## config.mk

```make
export PLATFORM = sky130hd
export DESIGN_NAME = rf_sequencer_flat
export DESIGN_NICKNAME = d
export VERILOG_FILES = /design/src/rtl/rf_seq_pkg.sv /design/src/rtl/rf_seq_if.sv /design/src/rtl/rf_seq_decode.sv /design/src/rtl/rf_sequencer.sv /design/src/flat_wrapper.sv
export SDC_FILE = /design/constraint.sdc
export NUM_CORES = 1
export LEC_CHECK = 0
export ABC_AREA = 1
export BUFFER_PORTS_ARGS = -buffer_cell sky130_fd_sc_hd__buf_2
export CAP_MARGIN = 20
export CORE_ASPECT_RATIO = 1.25
export CORE_MARGIN = 1.5
export CORE_UTILIZATION = 55
export DETAILED_ROUTE_END_ITERATION = 10
export GPL_TIMING_DRIVEN = 0
export HOLD_SLACK_MARGIN = 0.08
export MAX_ROUTING_LAYER = met4
export PLACE_DENSITY_LB_ADDON = 0.15
export SLEW_MARGIN = 20
export SYNTH_ARGS = -nofsm -noshare
export SYNTH_HDL_FRONTEND = slang
export SYNTH_HIERARCHICAL = 1
export SYNTH_SLANG_ARGS = --single-unit
```

## constraint.sdc

```tcl
create_clock -name clk -period 5.07 [get_ports clk]
set_input_delay 0.2535 -clock clk [delete_from_list [all_inputs] [get_ports clk]]
set_output_delay 0.2535 -clock clk [all_outputs]
set_load 0.01 [all_outputs]
```

## src/rtl/rf_seq_pkg.sv

```systemverilog
// rf_seq_pkg: shared types for the register-file micro-sequencer.
// Holds the FSM state enum, the opcode/subcode encodings and the instruction
// field positions.
package rf_seq_pkg;

    typedef enum logic [2:0] {
        ST_BOOT,
        ST_FETCH,
        ST_DECODE,
        ST_IMM,
        ST_RD_SRC,
        ST_RD_DST,
        ST_WB,
        ST_HALT
    } state_t;

    typedef enum logic [1:0] {
        OP_LDI = 2'b00,
        OP_MOV = 2'b01,
        OP_ADD = 2'b10,
        OP_SYS = 2'b11
    } opcode_t;

    typedef enum logic [1:0] {
        SUB_NOP  = 2'b00,
        SUB_JMP  = 2'b01,
        SUB_HALT = 2'b10,
        SUB_RSVD = 2'b11
    } subcode_t;

    typedef enum logic [2:0] {
        CLS_LDI,
        CLS_MOV,
        CLS_ADD,
        CLS_NOP,
        CLS_JMP,
        CLS_HALT,
        CLS_RSVD
    } op_class_t;

    localparam int OP_MSB  = 7;
    localparam int OP_LSB  = 6;
    localparam int DST_MSB = 5;
    localparam int DST_LSB = 4;
    localparam int SRC_MSB = 3;
    localparam int SRC_LSB = 2;

    function automatic logic [3:0] reg_onehot(input logic [1:0] idx);
        return 4'b0001 << idx;
    endfunction

endpackage

```

## src/rtl/rf_seq_if.sv

```systemverilog
// rf_seq_if: program-memory handshake and register-file bus of the sequencer.
// master = sequencer side, slave = memory / register file side.
interface rf_seq_if #(
    parameter int DATA_W = 8,
    parameter int PC_W   = 8
);
    logic              prog_req;
    logic [PC_W-1:0]   prog_addr;
    logic              prog_valid;
    logic [DATA_W-1:0] prog_data;
    logic [DATA_W-1:0] rf_rdata;
    logic [1:0]        rf_addr;
    logic [3:0]        rf_ce;
    logic [DATA_W-1:0] rf_wdata;
    logic              carry;
    logic              halted;
    logic              illegal;

    modport master (
        output prog_req, prog_addr, rf_addr, rf_ce, rf_wdata, carry, halted, illegal,
        input  prog_valid, prog_data, rf_rdata
    );

    modport slave (
        input  prog_req, prog_addr, rf_addr, rf_ce, rf_wdata, carry, halted, illegal,
        output prog_valid, prog_data, rf_rdata
    );
endinterface

```

## src/rtl/rf_seq_decode.sv

```systemverilog
// rf_seq_decode: combinational instruction decoder.
// Splits the instruction register into operation class, register indices and
// the state the sequencer enters after DECODE.
module rf_seq_decode
    import rf_seq_pkg::*;
(
    input  logic [7:0] ir,
    output op_class_t  op_class,
    output logic [1:0] dst,
    output logic [1:0] src,
    output state_t     next_state,
    output logic       illegal
);

    // Map the opcode (and subcode for op 11) to a class and follow-on state
    always_comb begin
        op_class   = CLS_NOP;
        next_state = ST_FETCH;
        illegal    = 1'b0;
        dst        = ir[DST_MSB:DST_LSB];
        src        = ir[SRC_MSB:SRC_LSB];
        case (ir[OP_MSB:OP_LSB])
            OP_LDI: begin
                op_class   = CLS_LDI;
                next_state = ST_IMM;
            end
            OP_MOV: begin
                op_class   = CLS_MOV;
                next_state = ST_RD_SRC;
            end
            OP_ADD: begin
                op_class   = CLS_ADD;
                next_state = ST_RD_SRC;
            end
            default: begin
                case (ir[DST_MSB:DST_LSB])
                    SUB_NOP: begin
                        op_class   = CLS_NOP;
                        next_state = ST_FETCH;
                    end
                    SUB_JMP: begin
                        op_class   = CLS_JMP;
                        next_state = ST_IMM;
                    end
                    SUB_HALT: begin
                        op_class   = CLS_HALT;
                        next_state = ST_HALT;
                    end
                    default: begin
                        op_class   = CLS_RSVD;
                        next_state = ST_FETCH;
                        illegal    = 1'b1;
                    end
                endcase
            end
        endcase
    end

endmodule

```

## src/rtl/rf_sequencer.sv

```systemverilog
// rf_sequencer: micro-sequencer directly upstream of the 4x8-bit register file.
// Fetches and executes LDI/MOV/ADD/NOP/JMP/HALT one instruction at a time.
// Build macro RF_SEQ_SINGLE_STEP_EN adds a 'step' input; each latched step
// pulse releases exactly one instruction fetch.
module rf_sequencer
    import rf_seq_pkg::*;
#(
    parameter int DATA_W   = 8,
    parameter int PC_W     = 8,
    parameter int RESET_PC = 0
) (
    input  logic clk,
    input  logic rst_n,
`ifdef RF_SEQ_SINGLE_STEP_EN
    input  logic step,
`endif
    rf_seq_if.master bus
);

    state_t            state;
    state_t            state_next;
    logic [PC_W-1:0]   pc;
    logic [DATA_W-1:0] ir;
    logic [DATA_W-1:0] tmp;
    logic [DATA_W-1:0] res;
    logic              carry_q;

    op_class_t         op_class;
    logic [1:0]        dst;
    logic [1:0]        src;
    state_t            dec_next;
    logic              dec_illegal;

    logic              fetch_go;
    logic              prog_req;
    logic [PC_W-1:0]   prog_addr;
    logic              prog_accept;
    logic [1:0]        rf_addr;
    logic [3:0]        rf_ce;
    logic              halted;
    logic              illegal;

    rf_seq_decode u_decode (
        .ir         (ir[7:0]),
        .op_class   (op_class),
        .dst        (dst),
        .src        (src),
        .next_state (dec_next),
        .illegal    (dec_illegal)
    );

    assign prog_accept = prog_req && bus.prog_valid;

`ifdef RF_SEQ_SINGLE_STEP_EN
    logic step_pending;

    // Latch step pulses (one pending at most); a fetch handshake consumes it
    always_ff @(posedge clk or negedge rst_n) begin
        if (!rst_n) begin
            step_pending <= 1'b0;
        end else if (state != ST_HALT) begin
            step_pending <= (step_pending && !((state == ST_FETCH) && prog_accept)) || step;
        end
    end

    assign fetch_go = step_pending;
`else
    assign fetch_go = 1'b1;
`endif

    // State register
    always_ff @(posedge clk or negedge rst_n) begin
        if (!rst_n) begin
            state <= ST_BOOT;
        end else begin
            state <= state_next;
        end
    end

    // Next-state selection; memory states hold until the handshake completes
    always_comb begin
        state_next = state;
        case (state)
            ST_BOOT:   state_next = ST_FETCH;
            ST_FETCH:  if (prog_accept) state_next = ST_DECODE;
            ST_DECODE: state_next = dec_next;
            ST_IMM: begin
                if (prog_accept) begin
                    state_next = (op_class == CLS_LDI) ? ST_WB : ST_FETCH;
                end
            end
            ST_RD_SRC: state_next = (op_class == CLS_MOV) ? ST_WB : ST_RD_DST;
            ST_RD_DST: state_next = ST_WB;
            ST_WB:     state_next = ST_FETCH;
            ST_HALT:   state_next = ST_HALT;
            default:   state_next = ST_BOOT;
        endcase
    end

    // Outputs decoded purely from registered state, ir and pc
    always_comb begin
        prog_req  = 1'b0;
        prog_addr = '0;
        rf_addr   = 2'd0;
        rf_ce     = 4'd0;
        halted    = 1'b0;
        illegal   = 1'b0;
        case (state)
            ST_FETCH: begin
                prog_req  = fetch_go;
                prog_addr = pc;
            end
            ST_IMM: begin
                prog_req  = 1'b1;
                prog_addr = pc;
            end
            ST_DECODE: illegal = dec_illegal;
            ST_RD_SRC: rf_addr = src;
            ST_RD_DST: rf_addr = dst;
            ST_WB: begin
                rf_addr = dst;
                rf_ce   = reg_onehot(dst);
            end
            ST_HALT:   halted = 1'b1;
            default: ;
        endcase
    end

    // Datapath registers: pc, instruction, operand latch, result and carry
    always_ff @(posedge clk or negedge rst_n) begin
        if (!rst_n) begin
            pc      <= PC_W'(RESET_PC);
            ir      <= '0;
            tmp     <= '0;
            res     <= '0;
            carry_q <= 1'b0;
        end else begin
            case (state)
                ST_FETCH: begin
                    if (prog_accept) begin
                        ir <= bus.prog_data;
                        pc <= pc + PC_W'(1);
                    end
                end
                ST_IMM: begin
                    if (prog_accept) begin
                        if (op_class == CLS_LDI) begin
                            res <= bus.prog_data;
                            pc  <= pc + PC_W'(1);
                        end else begin
                            pc  <= PC_W'(bus.prog_data);
                        end
                    end
                end
                ST_RD_SRC: begin
                    tmp <= bus.rf_rdata;
                    if (op_class == CLS_MOV) begin
                        res <= bus.rf_rdata;
                    end
                end
                ST_RD_DST: begin
                    {carry_q, res} <= {1'b0, bus.rf_rdata} + {1'b0, tmp};
                end
                default: ;
            endcase
        end
    end

    assign bus.prog_req  = prog_req;
    assign bus.prog_addr = prog_addr;
    assign bus.rf_addr   = rf_addr;
    assign bus.rf_ce     = rf_ce;
    assign bus.rf_wdata  = res;
    assign bus.carry     = carry_q;
    assign bus.halted    = halted;
    assign bus.illegal   = illegal;

endmodule

```

## src/flat_wrapper.sv

```systemverilog
// flat-port wrapper written by rule: the top's interface ports become plain ports
module rf_sequencer_flat import rf_seq_pkg::*;
#(
    parameter int DATA_W   = 8,
    parameter int PC_W     = 8,
    parameter int RESET_PC = 0
)
  (clk, rst_n, bus_prog_req, bus_prog_addr, bus_rf_addr, bus_rf_ce, bus_rf_wdata, bus_carry, bus_halted, bus_illegal, bus_prog_valid, bus_prog_data, bus_rf_rdata);
  rf_seq_if #(.DATA_W(DATA_W), .PC_W(PC_W)) bus_i ();
  input  logic clk;
  input  logic rst_n;
  output wire logic [$bits(bus_i.prog_req)-1:0] bus_prog_req;
  output wire logic [$bits(bus_i.prog_addr)-1:0] bus_prog_addr;
  output wire logic [$bits(bus_i.rf_addr)-1:0] bus_rf_addr;
  output wire logic [$bits(bus_i.rf_ce)-1:0] bus_rf_ce;
  output wire logic [$bits(bus_i.rf_wdata)-1:0] bus_rf_wdata;
  output wire logic [$bits(bus_i.carry)-1:0] bus_carry;
  output wire logic [$bits(bus_i.halted)-1:0] bus_halted;
  output wire logic [$bits(bus_i.illegal)-1:0] bus_illegal;
  input wire logic [$bits(bus_i.prog_valid)-1:0] bus_prog_valid;
  input wire logic [$bits(bus_i.prog_data)-1:0] bus_prog_data;
  input wire logic [$bits(bus_i.rf_rdata)-1:0] bus_rf_rdata;
  assign bus_prog_req = bus_i.prog_req;
  assign bus_prog_addr = bus_i.prog_addr;
  assign bus_rf_addr = bus_i.rf_addr;
  assign bus_rf_ce = bus_i.rf_ce;
  assign bus_rf_wdata = bus_i.rf_wdata;
  assign bus_carry = bus_i.carry;
  assign bus_halted = bus_i.halted;
  assign bus_illegal = bus_i.illegal;
  assign bus_i.prog_valid = bus_prog_valid;
  assign bus_i.prog_data = bus_prog_data;
  assign bus_i.rf_rdata = bus_rf_rdata;
  rf_sequencer #(.DATA_W(DATA_W), .PC_W(PC_W), .RESET_PC(RESET_PC)) u_core (.clk(clk), .rst_n(rst_n), .bus(bus_i));
endmodule
```

==> impl_metrics.toml, run 1 <==
[status]
status = "completed"

[critical_path]
cp.required_ns = 4.82
worstPathArrival_ns = 1.76
reg2reg_from = "u_core/ir[4]"
critPathMaxFanout = 8
path_class = "reg2out"
endpoint_kind = "output port"
rrSetupSlack_ns = 3.12
startpoint_type = "flop"
startpoint = "u_core/state[1]"

[timing]
fmax_ghz = 0.497
fin_skew_ns = 0.00679
finalHoldViolations = 0
finalCritPeriodShare_pct = 39.7
rsz0062_at_grt = "no"
maxSlewViolCount = 0
fin_crit_ns = 2.01
relSlewSlack_pct = 48.0
setup_viol = 0
fin_tns_setup_ns = 0
tightest_slew_ns = 0.780

[floorplanning]
core_region_area_um2 = 4430
fp.dieH_um = 78.8
fp-row-count = 27
fp.dieW_um = 63.6
fp.dieArea_um2 = 5010
start_util_pct = 57.1
io_pins = 45

[yosys]
syn_nets = 384
synthCells = 347
ys_warn_count = 6
syn_area_um2 = 2520
synth_area_per_cell_um2 = 7.28

[clock_tree]
htreeDepth = 2
post-cts-setup-buffers = 0
ctsResizeCount = 0
clock_latency_ns = 0.29
clockRootBuffer = "clkbuf_8"
cts_made_buffers = 5
cts_max_path_buffers = 2
cts_tree = "yes"
cts_sinks = 34
cts_hold_buf = 1
clkSlewWorstSetupHoldPaths_ns = 0.08

[routing]
wirelength_um = 5780
drcViolationCount = 0
wl_per_cell_um = 12.6
drt.antenna.violating_nets = 0
drt_iter0_markers = 131
dr.pass1.iters = 4
vias_per_cell = 5.04
vias = 2309

[placed_design]
io_buffers = 44
dp_hpwl_um = 4430
place_inst = 449
gp_congestion = 0.844
place_area_um2 = 2820

[final_layout]
final_area_um2 = 2940
final_core_util_pct = 66.4
syn_to_final_growth_pct = 16.3
layout-drive-gt1-share_pct = 22.3
n_fill_cell = 417
diodes = 0
stdcell_count = 458
nets = 436

[grt]
grt_pass1_vias = 2221
overflow = 0
grt_antenna_before_repair = 0
grt_pass1_wl_um = 9760
grt_start_max_net_pins = 35
track_usage_pct = 25.9

[power]
power.leakage_nw = 1.64
power.density_nw_per_um2 = 615
ir_drop_uv = 349

[min_path]
hp-class = "in2reg"
hold_start = "bus_rf_rdata[7]"

[run]
cap_violations = 0
final cells by class:
class                           instances  area, um^2  area share [%]
Multi-Input combinational cell        241        1350            46.1
Sequential cell                        34         851            29.0
Timing Repair Buffer                   45         230            7.84
Inverter                               60         228            7.75
Buffer                                 12        92.6            3.15
Tap cell                               58        72.6            2.47
Clock buffer                            5        68.8            2.34
Clock inverter                          3        40.0            1.36
where the power goes:
group          internal, W  switching [W]  leakage, nW
registers         0.000404      0.0000998        0.411
logic             0.000415       0.000638         1.17
clock network     0.000145       0.000105       0.0579
total             0.000963       0.000843         1.64
path summary, 6_finish.rpt:
kind,endpoint,depth (start not counted)
worst min register to register,u_core/bus.carry,2
min in group asynchronous,u_core/bus.carry,2
max in group asynchronous,u_core/state[2],2
worst min-delay path,u_core/tmp[7],3
worst max register to register,u_core/bus.rf_wdata[7],11
worst max-delay path,bus_rf_addr[1],8
sequential cells by signal, summed over array words and instances, names as in the netlist:
signal	count
u_core/pc	8
u_core/ir	6
u_core/tmp	8
u_core/bus.carry	1
u_core/state	3
u_core/bus.rf_wdata	8
per-stage QoR:
stage	setup WS (ns)	power (W)	hold slack, ns
after floorplan	3.36	0.00129	-0.0421
after global placement	3.16	0.00153	0.393
after detailed placement	3.12	0.00156	0.387
after CTS	3.02	0.00182	0.203
after global routing	2.88	0.00199	0.212
final	3.06	0.00181	0.208
metal layers:
| metal | up-vias | wire (um) | GRT usage [%] |
|---|---|---|---|
| li1 | 1207 | - | - |
| met2 | 42 | 2980 | 45.2 |
| met3 | 7 | 189 | 3.82 |
| met1 | 1053 | 2520 | 29.6 |
| met5 | - | 0 | - |
| met4 | 0 | 88 | 11.1 |
critical path: stages (launching register included):
cell and delay, ns:
dfrtp_1 0.44, inv_2 0.17, nand2_4 0.12, nor2_4 0.23, inv_2 0.11, nand2_1 0.08, inv_1 0.05, o21ai_0 0.13
buf_2 0.15
cells in the final DEF, fill, tap and decap left out, types with 2 or more instances in the layout:
master    count
ha_1         17
nor2_1       20
nor3_1        6
clkbuf_1      2
nand3b_1      2
or2_2         4
nand2_4       3
a21boi_1      2
clkbuf_8      5
clkinv_2      2
buf_6         2
o211ai_1      4
o21ai_0      34
nor2_4        2
a21oi_1       9
nor2_2        2
inv_2         6
buf_2        46
inv_1        53
nand4_1       2
a21oi_2       2
nand2_2       2
o21ai_1       6
dfrtp_1      34
nand2_1      90
nand3_1      19
buf_4         5
(Power assumes the default switching activity.)
==> run 2: changes to the inputs <==
- CORE_UTILIZATION: 55 -> 51
- clock period: 5.07 -> 1.8 ns (I/O delays scaled with it)
==> run 2 against run 1 <==
  * Highest routed layer unchanged
  * Die area up 7.5%
  * Largest power group unchanged
  * Clock skew about the same
  * Core utilization grew 0.61 points
  * Clock power rose by 140%
  * Via count up 5.9%
  * Setup slack worse by 3.0 ns
  * Sequential cell count unchanged
==> impl_metrics.toml, run 2 (synthesis results as in run 1) <==
[clock_tree]
clkSlewWorstSetupHoldPaths_ns = 0.07
cts_tree = "yes"
cts_made_buffers = 5
htreeDepth = 2
cts_max_path_buffers = 2
clock_latency_ns = 0.29
cts_sinks = 34
clockRootBuffer = "clkbuf_8"

[critical_path]
cpMostUsedCell = "nand2_2"
crit_path_top_delay_cell = "dlygate4sd3_1"
path_class = "in2reg"
worstPathArrival_ns = 1.94
path_cells = "dlygate4sd3_1 -> buf_2 -> ha_2 -> inv_1 -> fa_2 -> inv_2 -> nand2_2 -> nand2_2 -> and2_4 -> or2_2 -> nand3_1 -> a21oi_2"
startpoint_type = "input pin"
endpoint_kind = "flop"
critPathMaxStageDelay_ns = 0.53
critPathMaxFanout = 3
cp.required_ns = 1.98

[power]
ir_drop_uv = 899
power.leakage_nw = 1.71
power.density_nw_per_um2 = 1720
total_power_w = 0.00549

[timing]
fin_skew_ns = 0.00718
tightest_slew_ns = 0.805
hold_ws_ns = 0.0844
finalHoldViolations = 0
relSlewSlack_pct = 46.3
fin_tns_setup_ns = 0
fin_crit_ns = 1.76
finalCritPeriodShare_pct = 97.8
maxSlewViolCount = 0
fmax_ghz = 0.568
setup_viol = 0
rsz0062_at_grt = "yes"

[placed_design]
place_area_um2 = 2820
io_buffers = 44
gp_congestion = 0.828
dp_hpwl_um = 4540

[routing]
drt_iter0_markers = 208
vias = 2445
wl_per_cell_um = 13.7
dr.pass1.iters = 4
drcViolationCount = 0
vias_per_cell = 5.12
wirelength_um = 6550
drt.antenna.violating_nets = 0

[final_layout]
multi_input_area_um2 = 1440
n_fill_cell = 443
nets = 454
ff_latch_area_um2 = 856
layout-drive-gt1-share_pct = 29.4
final_core_util_pct = 67.0
layout_commonest_cell = "nand2_1"
diodes = 0
final_area_um2 = 3190
syn_to_final_growth_pct = 26.4
mostFrequentLayoutCells = "85 x nand2_1, 48 x inv_1, 46 x buf_2"

[floorplanning]
core_region_area_um2 = 4760
io_pins = 45
fp.dieH_um = 81.7
fp.dieW_um = 65.9
fp.dieArea_um2 = 5380
fp-row-count = 28
start_util_pct = 53.0

[grt]
track_usage_pct = 25.1
grt_pass1_vias = 2226
grt_pass1_wl_um = 9940
met2_usage_pct = 44.9
met1_usage_pct = 29.4
grt_start_max_net_pins = 35
grt_antenna_before_repair = 0
overflow = 0
grt_most_used_layer = "met2"
use_met3_pct = 3.84

[status]
status = "completed"

[min_path]
hp-class = "in2reg"

[run]
cap_violations = 0
[run 2: changes by cell type in the layout (fill, tap and decap cells not counted), sizes merged]
cell and delta:
buf +8, bufinv -1, clkbuf +3, clkinv -1, dlygate4sd3 +9
[run 2: worst paths after layout]
check                                      start                endpoint  slack (ns)  depth (start not counted)
worst min register to register  u_core/bus.carry        u_core/bus.carry        0.48                          2
worst max register to register      u_core/ir[5]  u_core/bus.rf_wdata[7]        0.04                         11
max in group asynchronous                  rst_n            u_core/ir[6]        0.81                          2
worst min-delay path            bus_prog_data[0]            u_core/pc[0]        0.08                          3
min in group asynchronous                  rst_n  u_core/bus.rf_wdata[6]        0.42                          2
worst max-delay path             bus_rf_rdata[0]  u_core/bus.rf_wdata[4]        0.04                         12
[run 2: where the power goes]
part           total, W  switching [W]  leakage [nW]  internal, W
Sequential      0.00146       0.000308         0.406      0.00115
Combinational   0.00343        0.00198          1.25      0.00145
Clock          0.000607       0.000298        0.0482     0.000309
Total           0.00549        0.00258          1.71      0.00291
[run 2: timing repair]
action / CTS / global route
gates cloned: 0 / 1
gates resized for setup: 1 / 30
endpoints found under the hold margin: 43 / 0
buffers inserted: 6 / 2
pin swaps: 4 / 6
setup endpoints to repair: 16 / 19
hold buffers: 10 / 0
[run 2: cell type report]
| type | count | area share, % |
|---|---|---|
| Buffer | 12 | 2.90 |
| Clock buffer | 7 | 2.71 |
| Clock inverter | 1 | 0.157 |
| Inverter | 60 | 7.22 |
| Multi-Input combinational cell | 241 | 45.1 |
| Sequential cell | 34 | 26.8 |
| Tap cell | 60 | 2.35 |
| Timing Repair Buffer | 63 | 12.7 |
[run 2: metrics by stage]
step | worst slack (ns) | cells
3_3_place_gp | -0.0862 | 451
6_report | 0.0388 | 478
5_1_grt | -0.0446 | 478
4_1_cts | -0.0188 | 475
3_5_place_dp | -0.142 | 451
2_1_floorplan | 0.0876 | 347
[run 2: metal layers]
metal	wire length (um)	up-vias	part of all wire (%)
li1	-	1239	-
met1	2840	1141	43
met2	3380	57	52
met3	246	8	3.8
met4	86	0	1.3
met5	0	-	0
[run 2: worst max-delay path, delay by kind of cell]
kind,cells,cell delay [ns]
AOI/OAI and AO/OA,1,0.05
adders and majority gates,2,0.40
buffers and inverters,4,0.78
and+or+nand+nor,5,0.61
==> run 3: changes to the inputs <==
- ABC_AREA: 1 -> unset
- CORE_MARGIN: 1.5 -> unset
==> run 3 against run 2 <==
  * The flow now finishes with violations (setup timing)
  * Wire length fell by 4.2%
  * Sequential share of layout area fell by 0.53 points
  * Sequential power rose by 4%
  * Via count fell by 5.4%
  * Combinational power rose by 14%
  * Critical path depth fell by 4
  * Core utilization rose by 2.3 points
  * Setup slack got worse by 0.15 ns
  * Clock power rose by 1%
  * Critical path type is now reg2reg
  * Critical endpoint is now u_core/pc[1]
  * Largest power group unchanged
==> impl_metrics.toml, run 3 <==
[yosys]
ys_warn_count = 6
syn_area_um2 = 2480
synth_area_per_cell_um2 = 8.82
syn_nets = 318
synthCells = 281

[critical_path]
endpoint_kind = "flop"
startpoint = "u_core/ir[6]"
cp.depth = 8
worstPathArrival_ns = 2.08
cp.required_ns = 1.97
crit_end = "u_core/pc[1]"
path_delay_family = "simple AND/OR/NAND/NOR gates"
reg2reg_depth = 8
crit_path_top_delay_cell = "dfrtp_2"
path_cells = "ha_1 -> nor2_4 -> a21oi_2 -> nor3_4 -> nand3b_1 -> buf_6 -> mux2i_1 -> o21ai_1"
critPathMaxFanout = 5
path_class = "reg2reg"
timing.rr.end = "u_core/pc[1]"
critPathMaxStageDelay_ns = 0.46
cp_num_buf_inv = 1
rrSetupSlack_ns = -0.12
reg2reg_from = "u_core/ir[6]"
startpoint_type = "flop"

[placed_design]
dp_hpwl_um = 4310
gp_congestion = 0.800
io_buffers = 44
place_inst = 385
pre_cts_ws_ns = -0.348

[floorplanning]
start_util_pct = 52.8
fp-row-count = 28
core_region_area_um2 = 4690
io_pins = 45
fp.dieW_um = 64.4
fp.dieH_um = 79.9
fp.dieArea_um2 = 5140

[final_layout]
final_core_util_pct = 69.2
syn_to_final_growth_pct = 31.1
layout_commonest_cell = "buf_2"
diodes = 0
layout-drive-gt1-share_pct = 36.7
nets = 393
mostFrequentLayoutCells = "47 x buf_2, 31 x dfrtp_1, 25 x nor2_1"
stdcell_count = 417

[grt]
grt_pass1_wl_um = 10000
grt_start_max_net_pins = 35
grt_pass1_vias = 2205
grt_antenna_before_repair = 0
overflow = 0
track_usage_pct = 26.5

[timing]
relSlewSlack_pct = 47.1
setup_viol = 15
maxSlewViolCount = 0
fin_tns_setup_ns = -1.13
fin_skew_ns = 0.00395
tightest_slew_ns = 0.794
fmax_ghz = 0.522
setup_ws_ns = -0.115
finalHoldViolations = 0
rsz0062_at_grt = "yes"
fin_crit_ns = 1.92
finalCritPeriodShare_pct = 106
hold_ws_ns = 0.0960

[clock_tree]
cts_made_buffers = 5
cts_sinks = 34
htreeDepth = 2
cts_tree = "yes"
cts_max_path_buffers = 2
clockRootBuffer = "clkbuf_8"
clock_latency_ns = 0.29
clkSlewWorstSetupHoldPaths_ns = 0.08

[routing]
dr.pass1.iters = 4
top_layer = "met4"
wl_per_cell_um = 15.0
drt_iter0_markers = 103
wirelength_um = 6280
wl_met3_um = 231
drt.antenna.violating_nets = 0
vias = 2312
wl_met1_um = 2550
met2_length_um = 3350
drcViolationCount = 0
vias_per_cell = 5.54

[power]
power.density_nw_per_um2 = 1860
comb_power_share_pct = 64.7
switching_share_pct = 44.2
pwr-share-seq_pct = 25.1
power.leakage_nw = 1.49
intPower_w = 0.00337
power.switching_w = 0.00267
ir_drop_uv = 1040
pwr-share-clk_pct = 10.2

[status]
status = "complete, but fails checks"
violations = "setup timing"

[run]
cap_violations = 0

[min_path]
hp-class = "in2reg"
-- run 3: layer usage --
layer / GRT usage [%] / up-vias
met5: - / -
met4: 12.2 / 0
met3: 4.29 / 11
met2: 47.1 / 64
met1: 28.7 / 1107
li1: - / 1130
-- run 3: stage by stage --
stage / power, W / area [um^2]
5_1_grt: 0.00651 / 3250
3_5_place_dp: 0.00464 / 2780
3_3_place_gp: 0.00454 / 2780
6_report: 0.00603 / 3250
2_1_floorplan: 0.00380 / 2480
4_1_cts: 0.00579 / 3170
-- run 3: worst register-to-register path: stages (launching register included) --
cell,delay (ns)
dfrtp_2,0.46
ha_1,0.25
nor2_4,0.10
a21oi_2,0.06
nor3_4,0.25
nand3b_1,0.26
buf_6,0.16
mux2i_1,0.18
o21ai_1,0.07
-- run 3: how the worst min path moves through the flow --
stage	startpoint	end	slack, ns	depth (start not counted)
6_report	bus_prog_data[5]	u_core/ir[5]	0.1	2
5_1_grt	bus_prog_data[5]	u_core/ir[5]	0.09	2
4_1_cts	bus_prog_data[5]	u_core/ir[5]	0.08	2
3_5_place_dp	rst_n	u_core/state[2]	0.22	1
3_3_place_gp	rst_n	u_core/state[2]	0.23	1
2_1_floorplan	rst_n	u_core/bus.carry	-0.21	0
-- run 3: cell type report --
type / count / area (um^2)
Multi-Input combinational cell: 214 / 1610
Buffer: 16 / 113
Sequential cell: 34 / 855
Clock buffer: 6 / 82.6
Clock inverter: 2 / 12.5
Fill cell: 410 / 1440
Timing Repair Buffer: 68 / 440
Inverter: 17 / 63.8
Tap cell: 60 / 75.1
-- run 3: power groups by stage --
| stage | combinational (W) | sequential [W] | clock, W |
|---|---|---|---|
| CTS | 0.00366 | 0.00151 | 0.000627 |
| floorplan | 0.00233 | 0.00147 | 0 |
| finish | 0.00390 | 0.00152 | 0.000613 |
| global route | 0.00427 | 0.00157 | 0.000665 |
| detailed placement | 0.00313 | 0.00151 | 0 |
| global placement | 0.00304 | 0.00150 | 0 |
-- run 3: what timing repair did --
item / CTS / global route
pin swaps: 9 / 5
endpoints found under the hold margin: 46 / 0
hold buffers: 13 / 0
cloned: 2 / 0
setup buffers: 6 / 3
gates resized for setup: 32 / 19
setup endpoints to repair: 18 / 25
